## src/rtl/adc_capture_core.sv

```systemverilog
// Multi-channel ADC capture engine: level/edge trigger, pre-trigger circular
// buffer and an Avalon-MM register window for setup and readback.
//
// state | meaning
// IDLE  | no capture in progress
// PRE   | filling the pre-trigger history (PRETRIG samples)
// ARMED | waiting for a trigger hit or FORCE
// POST  | storing post-trigger samples until the buffer is complete
// DONE  | capture complete, DONE_FLAG set
module adc_capture_core #(
    parameter int DATA_W = 8,
    parameter int NCH    = 2,
    parameter int DEPTH  = 256,
    localparam int PW    = $clog2(DEPTH)
) (
    input  logic                  main_clk,
    input  logic                  rst,
    input  logic                  s_valid,
    input  logic [NCH*DATA_W-1:0] s_data,
    input  logic [3:0]            address,
    input  logic                  read,
    input  logic                  write,
    input  logic [15:0]           writedata,
    output logic [15:0]           readdata,
    output logic                  irq,
    output logic                  busy
);

    localparam logic [2:0] S_IDLE  = 3'd0;
    localparam logic [2:0] S_PRE   = 3'd1;
    localparam logic [2:0] S_ARMED = 3'd2;
    localparam logic [2:0] S_POST  = 3'd3;
    localparam logic [2:0] S_DONE  = 3'd4;
    localparam logic [PW:0]   CNT_LAST = (PW+1)'(DEPTH - 1);
    localparam logic [PW-1:0] PT_MAX   = PW'(DEPTH - 1);

    logic [2:0]        state_q, state_d;
    logic [PW:0]       cnt_q, cnt_d;
    logic [PW-1:0]     wp_q, wp_d, start_q, start_d;
    logic [PW-1:0]     pretrig_q, pretrig_d, rd_idx_q, rd_idx_d;
    logic              done_q, done_d, force_pend_q, force_pend_d;
    logic [2:0]        trig_ch_q, trig_ch_d;
    logic              trig_mode_q, trig_mode_d, trig_pol_q, trig_pol_d;
    logic [DATA_W-1:0] trig_lvl_q, trig_lvl_d;
    logic [15:0]       rd_ch_q, rd_ch_d, readdata_q, readdata_d;
    logic [DATA_W-1:0] live_q [NCH];
    logic [DATA_W-1:0] live_d [NCH];
    logic [DATA_W-1:0] sample_mem [NCH][DEPTH];

    logic              wr_ctrl, arm, abort, force_now, capturing, store;
    logic [DATA_W-1:0] trig_x, trig_p, rd_word, live_word;
    logic              trig_ch_ok, hit;
    logic [PW-1:0]     rd_addr;

    assign wr_ctrl   = write && (address == 4'd0);
    assign arm       = wr_ctrl && writedata[0];
    assign abort     = wr_ctrl && writedata[1];
    assign force_now = wr_ctrl && writedata[2];
    assign capturing = (state_q == S_PRE) || (state_q == S_ARMED) || (state_q == S_POST);
    assign store     = s_valid && capturing;
    assign rd_addr   = start_q + rd_idx_q;

    assign readdata = readdata_q;
    assign irq      = done_q;
    assign busy     = capturing;

    // Previous valid sample of the trigger channel is its LIVE register.
    always_comb begin
        trig_x     = '0;
        trig_p     = '0;
        trig_ch_ok = 1'b0;
        for (int k = 0; k < NCH; k++) begin
            if (trig_ch_q == 3'(k)) begin
                trig_x     = s_data[k*DATA_W +: DATA_W];
                trig_p     = live_q[k];
                trig_ch_ok = 1'b1;
            end
        end
        if (!trig_mode_q)
            hit = trig_pol_q ? (trig_x <= trig_lvl_q) : (trig_x >= trig_lvl_q);
        else if (trig_pol_q)
            hit = (trig_p > trig_lvl_q) && (trig_x <= trig_lvl_q);
        else
            hit = (trig_p < trig_lvl_q) && (trig_x >= trig_lvl_q);
        hit = hit && trig_ch_ok;
    end

    always_comb begin
        rd_word   = '0;
        live_word = '0;
        for (int k = 0; k < NCH; k++) begin
            if (rd_ch_q == 16'(k))
                rd_word = sample_mem[k][rd_addr];
            if (address[2:0] == 3'(k))
                live_word = live_q[k];
        end
    end

    always_comb begin
        state_d      = state_q;
        cnt_d        = cnt_q;
        wp_d         = wp_q;
        start_d      = start_q;
        pretrig_d    = pretrig_q;
        rd_idx_d     = rd_idx_q;
        done_d       = done_q;
        force_pend_d = force_pend_q;
        trig_ch_d    = trig_ch_q;
        trig_mode_d  = trig_mode_q;
        trig_pol_d   = trig_pol_q;
        trig_lvl_d   = trig_lvl_q;
        rd_ch_d      = rd_ch_q;
        live_d       = live_q;
        readdata_d   = '0;

        if (s_valid) begin
            for (int k = 0; k < NCH; k++)
                live_d[k] = s_data[k*DATA_W +: DATA_W];
        end

        if (read) begin
            case (address)
                4'd0:    readdata_d = '0;
                4'd1:    readdata_d = {12'd0, done_q, state_q};
                4'd2:    readdata_d = {10'd0, trig_pol_q, trig_mode_q, 1'b0, trig_ch_q};
                4'd3:    readdata_d = 16'(trig_lvl_q);
                4'd4:    readdata_d = 16'(pretrig_q);
                4'd5:    readdata_d = rd_ch_q;
                4'd6:    readdata_d = 16'(rd_idx_q);
                4'd7:    readdata_d = 16'(rd_word);
                default: readdata_d = 16'(live_word);
            endcase
        end
        if (read && (address == 4'd7))
            rd_idx_d = rd_idx_q + 1'b1;

        if (write) begin
            case (address)
                4'd1: if (writedata[3]) done_d = 1'b0;
                4'd2: begin
                    trig_ch_d   = writedata[2:0];
                    trig_mode_d = writedata[4];
                    trig_pol_d  = writedata[5];
                end
                4'd3: trig_lvl_d = writedata[DATA_W-1:0];
                4'd4: pretrig_d  = (32'(writedata) >= DEPTH) ? PT_MAX : writedata[PW-1:0];
                4'd5: rd_ch_d    = writedata;
                4'd6: rd_idx_d   = writedata[PW-1:0];
                default: ;
            endcase
        end

        if (store)
            wp_d = wp_q + 1'b1;

        if (abort) begin
            state_d      = S_IDLE;
            force_pend_d = 1'b0;
        end else if (arm) begin
            state_d      = S_PRE;
            cnt_d        = '0;
            done_d       = 1'b0;
            force_pend_d = 1'b0;
        end else begin
            case (state_q)
                S_PRE: begin
                    if (cnt_q == {1'b0, pretrig_q})
                        state_d = S_ARMED;
                    else if (s_valid)
                        cnt_d = cnt_q + 1'b1;
                end
                S_ARMED: begin
                    // FORCE without a sample waits for the next valid one.
                    if (force_now)
                        force_pend_d = 1'b1;
                    if (s_valid && (hit || force_pend_q || force_now)) begin
                        force_pend_d = 1'b0;
                        start_d      = wp_q - pretrig_q;
                        cnt_d        = {1'b0, pretrig_q} + 1'b1;
                        if (pretrig_q == PT_MAX) begin
                            state_d = S_DONE;
                            done_d  = 1'b1;
                        end else begin
                            state_d = S_POST;
                        end
                    end
                end
                S_POST: begin
                    if (s_valid) begin
                        cnt_d = cnt_q + 1'b1;
                        if (cnt_q == CNT_LAST) begin
                            state_d = S_DONE;
                            done_d  = 1'b1;
                        end
                    end
                end
                default: ;
            endcase
        end
    end

    always_ff @(posedge main_clk or negedge rst) begin
        if (!rst) begin
            state_q      <= S_IDLE;
            cnt_q        <= '0;
            wp_q         <= '0;
            start_q      <= '0;
            pretrig_q    <= '0;
            rd_idx_q     <= '0;
            done_q       <= 1'b0;
            force_pend_q <= 1'b0;
            trig_ch_q    <= '0;
            trig_mode_q  <= 1'b0;
            trig_pol_q   <= 1'b0;
            trig_lvl_q   <= '0;
            rd_ch_q      <= '0;
            readdata_q   <= '0;
            for (int k = 0; k < NCH; k++)
                live_q[k] <= '0;
        end else begin
            state_q      <= state_d;
            cnt_q        <= cnt_d;
            wp_q         <= wp_d;
            start_q      <= start_d;
            pretrig_q    <= pretrig_d;
            rd_idx_q     <= rd_idx_d;
            done_q       <= done_d;
            force_pend_q <= force_pend_d;
            trig_ch_q    <= trig_ch_d;
            trig_mode_q  <= trig_mode_d;
            trig_pol_q   <= trig_pol_d;
            trig_lvl_q   <= trig_lvl_d;
            rd_ch_q      <= rd_ch_d;
            readdata_q   <= readdata_d;
            live_q       <= live_d;
        end
    end

    // Sample storage has no reset; contents are only meaningful after a capture.
    always_ff @(posedge main_clk) begin
        if (store) begin
            for (int k = 0; k < NCH; k++)
                sample_mem[k][wp_q] <= s_data[k*DATA_W +: DATA_W];
        end
    end

endmodule

```

## config.mk

```make
export PLATFORM = sky130hd
export DESIGN_NAME = adc_capture_core
export DESIGN_NICKNAME = d
export VERILOG_FILES = /design/src/rtl/adc_capture_core.sv
export SDC_FILE = /design/constraint.sdc
export NUM_CORES = 2
export LEC_CHECK = 0
export ABC_AREA = 0
export ABC_CLOCK_PERIOD_IN_PS = 3500
export BUFFER_PORTS_ARGS = -buffer_cell sky130_fd_sc_hd__buf_2
export CORE_AREA = 2 2 540 542
export DETAILED_ROUTE_END_ITERATION = 8
export DIE_AREA = 0 0 542 544
export PLACE_DENSITY_LB_ADDON = 0.3
export SYNTH_ARGS = -nofsm -noshare
export SYNTH_HDL_FRONTEND = slang
export SYNTH_SLANG_ARGS = --single-unit
export TNS_END_PERCENT = 30
```

## constraint.sdc

```tcl
create_clock -name main_clk -period 3.5 [get_ports main_clk]
set_input_delay 0.875 -clock main_clk [delete_from_list [all_inputs] [get_ports main_clk]]
set_output_delay 0.875 -clock main_clk [all_outputs]
set_load 0.05 [all_outputs]
```

* Yosys cells after proc, flatten, opt, wreduce, memory -nomap -nowiden
Memories as Yosys holds them, arrays and structs flattened. Index checks and enable logic that the tools add are counted.
Word-level totals: bits in registers 107, bits in latches 0, bits in writable memories 4096, memory bits (read-only) 0, input bits 41, output and inout bits 18, word-level logic and storage cells 145, memories kept 1
Memory list:
- sample_mem | depth 2, width 2048, rd ports 2, clocked after Yosys merged registers in 0, wr ports 2, RTL line 48 | logic [DATA_W-1:0] sample_mem [NCH][DEPTH];
Operators by class: add/sub/neg operators 6, multiply operators 0, divide/modulo/power cells 0, order comparisons 8, equality and inequality tests 22, shift-type cells 0, mux-type cells 57, bitwise operators 4, reduce and logical (&&, ||, !) cells 31
Operator list (number):
- $mux W2048 | 1
- $mux W8 | 17
- $bmux W8 S8 | 2
- $pmux W16 S8 | 1
- $demux W8 S8 | 1
- $mux W9 | 4
- $pmux W9 S3 | 1
- $mux W3 | 7
- $mux W1 | 20
- $ge A9 B9 Y1 const B | 2
- $not A8 Y9 | 2
- $add A8 B1 Y8 const B | 2
- $eq A16 B1 Y1 const B | 1
- $eq A4 B3 Y1 const B | 4
- $ge A16 B9 Y1 const B | 1
- $logic_not A16 Y1 | 1
- $mux W16 | 1
- $ne A4 B3 Y1 const B | 3
- $logic_and A1 B1 Y1 | 11
- $reduce_and A2 Y1 | 5
- $add A8 B1 Y9 const B | 1
- $add A9 B1 Y9 const B | 1
- $eq A3 B1 Y1 const B | 3
- $eq A9 B8 Y1 | 1
- other kinds (26) | 35

* Depth between registers and ports, before layout
word-level depth 15, gate-level depth with buffers 16, mapped depth without buffers 13

* Worst setup path before layout
Ideal clock, no wire load.
path kind flip-flop to flip-flop, start register trig_ch_q[0], end register start_q[2], library setup time 0.125 ns, arrival time 3.739 ns, data required time 3.375 ns, path slack -0.364 ns, cell stages (with the launch flop) 17, clock period less this slack 3.864 ns, path through dfrtp_1 -> clkbuf_1 -> clkbuf_1 -> mux2i_1 -> nor2_1 -> ha_1 -> nor2b_1 -> o21a_1 -> o21ai_1 -> a21oi_1 -> or4_1 -> a31oi_1 -> nand2b_1 -> and3_1 -> and3_1 -> buf_2 -> mux2_2
On the way: word-level cells in the longest chain between the ends 12, elaborated cells between the ends (all ways) 22, those cells by class 4 x order compare; 1 x eq/ne; 9 x mux; 8 x reduce/logical
RTL lines:
- start, declared | RTL line 42 | logic [2:0] trig_ch_q, trig_ch_d;
- start signal, assigned | RTL line 229 | trig_ch_q <= trig_ch_d;
- $logic_not A3 Y1 | RTL line 73 | if (trig_ch_q == 3'(k)) begin
- $mux W8 (2 in series) | RTL line 73
- $lt A8 B8 Y1, or another cell as far along | RTL line 84 | hit = (trig_p < trig_lvl_q) && (trig_x >= trig_lvl_q);
- $logic_and A1 B1 Y1, on equally long branches | RTL line 84, 82
- $mux W1 | RTL line 81 | else if (trig_pol_q)
- $mux W1 | RTL line 79 | if (!trig_mode_q)
- $logic_and A1 B1 Y1 * | RTL line 85 | hit = hit && trig_ch_ok;
- $logic_or A1 B1 Y1 * (2 in series) | RTL line 176 | if (s_valid && (hit || force_pend_q || force_now)) begin
- $logic_and A1 B1 Y1 * | RTL line 176
- $reduce_and A4 Y1 (no line) *
- end signal, assigned | RTL line 224 | start_q <= start_d;
- end, declared | RTL line 39 | logic [PW-1:0] wp_q, wp_d, start_q, start_d;
Every way passes the cells marked *; elsewhere a longest branch is shown, timed or not. A chain may end at the register's enable or synchronous reset.

* Worst setup path after layout
start register start_q[0], end register readdata_q[3], in the netlist readdata[3]
On the way: word-level cells in the longest chain between the ends 9, elaborated cells between the ends (all ways) 12, those cells by class 1 x add/sub; 10 x mux; 1 x bitwise
RTL lines:
- $add A8 B8 Y8 * | RTL line 61 | assign rd_addr = start_q + rd_idx_q;
- $not A8 Y9 (implied by the code) * | RTL line 93 | rd_word = sample_mem[k][rd_addr];
- $bmux W8 S8 | RTL line 93
- $mux W8 (implied by the code) (2 in series) | RTL line 93
- $mux W8 | RTL line 92 | if (rd_ch_q == 16'(k))
- $mux W8 * | RTL line 92
- $pmux W16 S8 * | RTL line 122 | case (address)
- $mux W16 * | RTL line 121 | if (read) begin
- net readdata_d[3] | RTL line 45 | logic [15:0] rd_ch_q, rd_ch_d, readdata_q, readdata_d;
- end signal, assigned | RTL line 234 | readdata_q <= readdata_d;
- end, declared | RTL line 45
Mark *: on every way through the listed nets, which the timed path passes. The rest lies on a longest branch. The select of a mux whose other input is x is not followed.

==> results.md <==
- Flop2flop setup slack: -0.76 ns
- Maximum VDD drop: 796.2 uV
- Vias: 90540
- ANT nets after route: 0
- Hold crit path type: primary input to flip-flop
- Avg Cell Area, Syn: approximately 21 um^2
- CP cell instances: ha_4 > fa_4 > buf_12 > clkbuf_16 > buf_4 > clkbuf_16 > buf_4 > mux4_2 > mux4_2 > nor2_1 > o32ai_2 > a221oi_2 > a21oi_1 > o211a_1
- Seq pwr share: 0.318
- Post-synth net total: between 7000 and 8000
- MaxCap Viol Count: 0
- # IOs: between 50 and 60
- RePlAce Congestion: 0.9533
- Pwr Total: about 180 mW
- Vias in the first global route: slightly below 90000
- PnR worst setup slack: -0.7641 ns
- Clk sink count: 4203
- Detailed Routing Iterations Pass 1: 8
- Tmin final: 4.264 ns
- Sequential share of the synthesized area: 0.7648
- Number of setup violations in the final report: 14
- Post-synth top flop: edfxtp_1
- # rows: 198
- Switch share: 0.3550
- Commonest non-fill, non-tap cell in the layout: edfxtp_1
- Port Buf Inserts: 58
- Area of the multi-input gates: 0.03721 mm^2
- Startpoint Class: flip-flop
- Leak: about 64 nW
- Clk Latency, worst-skew pair: approximately 1 ns
- Hold wc startpoint: writedata[15]
- Slowest cell on the critical path: fa_4
- Worst-path clk slew: 0.06 ns
- WHS Endpoint: rd_ch_q[15]
- Netlist Area Pre-Place: 0.1643 mm^2
- Die X: 542 um
- Hold Path Depth: 2
- Core area: 0.2894 mm^2
- Count of final hold-check violations: 0
- Most frequent cells in the layout: edfxtp_1, buf_4, mux4_2
- Fmax: 234.5 MHz
- Dpl hpwl: 300100 um
- Final period util: 1.218
- Post-synth ARST share: 0.02546
- Crit Reg-Reg Endpoint: readdata[3]
- Number of enable flip-flop cells after synthesis: 4096
- Longest Clk Path Bufs: 4
- Critical Path Max Stage Delay: 0.88 ns
- Worst path arrival time: 5.16 ns
- Initial drt markers: 16000
- WL/cell: 36.13 um
- Layout cells sized above 1: 0.3460
- Antenna violations before repair: 25
- Clk root buf: clkbuf_16
- WP data required: 4.40 ns
- Max transition margin: 0.09602
- Synth unique cells: 77
- Drt via density: 6.810
- Final Net Count: 9226
- Starting Density: 0.5679
- Final Max Slew Viols: 0
- Cts bufs inserted: 406
- Reg-to-Reg Start: start_q[0]
- First-pass GRT wire length: approximately 670000 um
- Reg2reg path depth: 14
- RSZ-0062 raised after global routing: true
- Post-Syn Instances: 7820
- Worst setup EP type: flip-flop
- DRC: 0
- CTS H-tree lvls: 5
- Final core occ: 0.6690
- CTS tree: yes
- CP Class: flip-flop to flip-flop
- Clk network pwr share: 0.245
- Largest net degree at the start of global routing: 202
- Setup TNS: -5.715 ns
- Comb pwr share: 0.437
- Failing checks: setup timing
- Clk_skew: 0.1195 ns
- P&R area growth vs syn: 17.81%
- Final wirelength: 480300 um
- PwrDens: 908.3 mW/mm^2
- Die H: around 540 um
- Int Pwr: 113.4 mW
- Fillcell total: ~18000
- All-Layer GR Usage: 0.3240
- Grt ovf: 0
- Worst Max-Slew Pin Slew: 1.356 ns
- Synth Warn #: 0
- Sequential Area: around 0.13 mm^2
- NetSw: 62.42 mW
- Yosys reg bits: about 4200
- DP Worst Slack: -1.353 ns
- Max FO, Critical Path: 15
- Die area: 0.2948 mm^2
- Status: complete, but fails checks
-- kinds of logic (layout without fill, tap and decap cells) --
group | after synthesis | count (layout) | share of synthesized area
mux | 1264 | 1264 | 0.1615
flops | 4203 | 4203 | 0.7648
xor+xnor | 36 | 36 | 0.001919
simple gates | 1384 | 1384 | 0.03627
fa+ha+maj | 38 | 38 | 0.002985
compound gates | 414 | 414 | 0.01797
buf+inv | 481 | 2144 | 0.01454
other cells | 0 | 11 | 0
-- worst max path at each step --
stage,start,endpoint,cells past startpoint
detailed placement,start_q[0],readdata[1],15
finish,start_q[0],readdata[3],14
CTS,start_q[0],readdata[6],15
floorplan,state_q[0],sample_mem[0][2296],8
global placement,start_q[0],readdata[1],15
global route,start_q[0],readdata[3],14
-- cell type report --
type                       instances  share of cell area
sequential                      4203              0.6492
multi-input combinational       3136              0.1922
timing repair buffer            1369             0.06626
clock buffer                     500             0.05490
tap                             3800             0.02456
clock inverter                   244             0.01213
inverter                          31           0.0006011
antenna                           11           0.0001422
-- worst max-delay path, delay by kind of cell, from the launching register on --
family          cells  cell delay, ns
fa+ha+maj           2            1.07
buf+inv             5            0.86
mux                 2            0.81
compound gates      4            0.81
flops               1            0.42
simple gates        1            0.18
-- cells in the mapped netlist, drive strengths merged, types with 10 or more instances --
cell	instances	share of area
nor4	13	0.00049
buf	270	0.0097
nand2b	13	0.00049
o22a	10	0.00053
mux2	57	0.0039
a32oi	59	0.0031
a21oi	71	0.0022
o2111ai	15	0.00080
mux2i	103	0.0063
edfxtp	4096	0.75
a21o	18	0.00082
a311oi	13	0.00073
nand4	58	0.0022
nor2b	22	0.00084
xor2	20	0.0011
nor3	27	0.00085
a22oi	19	0.00087
ha	36	0.0027
dfrtp	107	0.016
nand3	182	0.0055
nor2	369	0.0085
xnor2	16	0.00085
inv	31	0.00071
and3	47	0.0018
a31oi	45	0.0017
clkbuf	180	0.0041
o21ai	67	0.0021
a211oi	10	0.00049
nand2	627	0.014
mux4	1104	0.15
o221ai	10	0.00053
-- power by group through the flow --
stage                     Clock (mW)  Sequential, mW  Combinational (mW)
after floorplan                    0            56.8                35.9
after global placement             0            56.9                70.3
after detailed placement           0            56.9                70.8
after CTS                       43.3            55.8                73.4
after global routing            45.2            55.8                78.5
final                           43.1            55.8                76.9
-- metrics by stage --
stage / instances / hold slack, ns / instance area, um^2
final: 13290 / 0.1308 / 193600
after global routing: 13280 / 0.1193 / 193600
after CTS: 13250 / 0.08169 / 192800
after detailed placement: 12480 / 0.5179 / 179100
after global placement: 12480 / 0.5111 / 179100
after floorplan: 7820 / 0.4875 / 164300
-- layer usage --
| metal | vias up | routed length [um] | global-route usage |
|---|---|---|---|
| met4 | 12 | 23200 | 0.1347 |
| met1 | 47240 | 171100 | 0.4555 |
| met5 | - | 80 | 0 |
| li1 | 35070 | - | - |
| met3 | 1024 | 65640 | 0.08729 |
| met2 | 7191 | 220300 | 0.4872 |
-- repair_timing --
action,4_1_cts,5_1_grt
gates cloned,5,9
endpoints found under the hold margin,49,0
endpoints found under the setup margin,29,23
hold buffers,1,0
pin swaps,17,19
setup buffers,21,25
gates resized for setup,91,76
-- sequential cells by signal (all words and copies together), names as in the netlist, 3 cells and up --
signal and count:
state_q 3, readdata 16, sample_mem 4096, pretrig_q 8
wp_q 8, cnt_q 9, live_q 16, rd_ch_q 16
rd_idx_q 8, trig_ch_q 3, start_q 8, trig_lvl_q 8
Note: power is estimated with default switching activity, not from simulation.
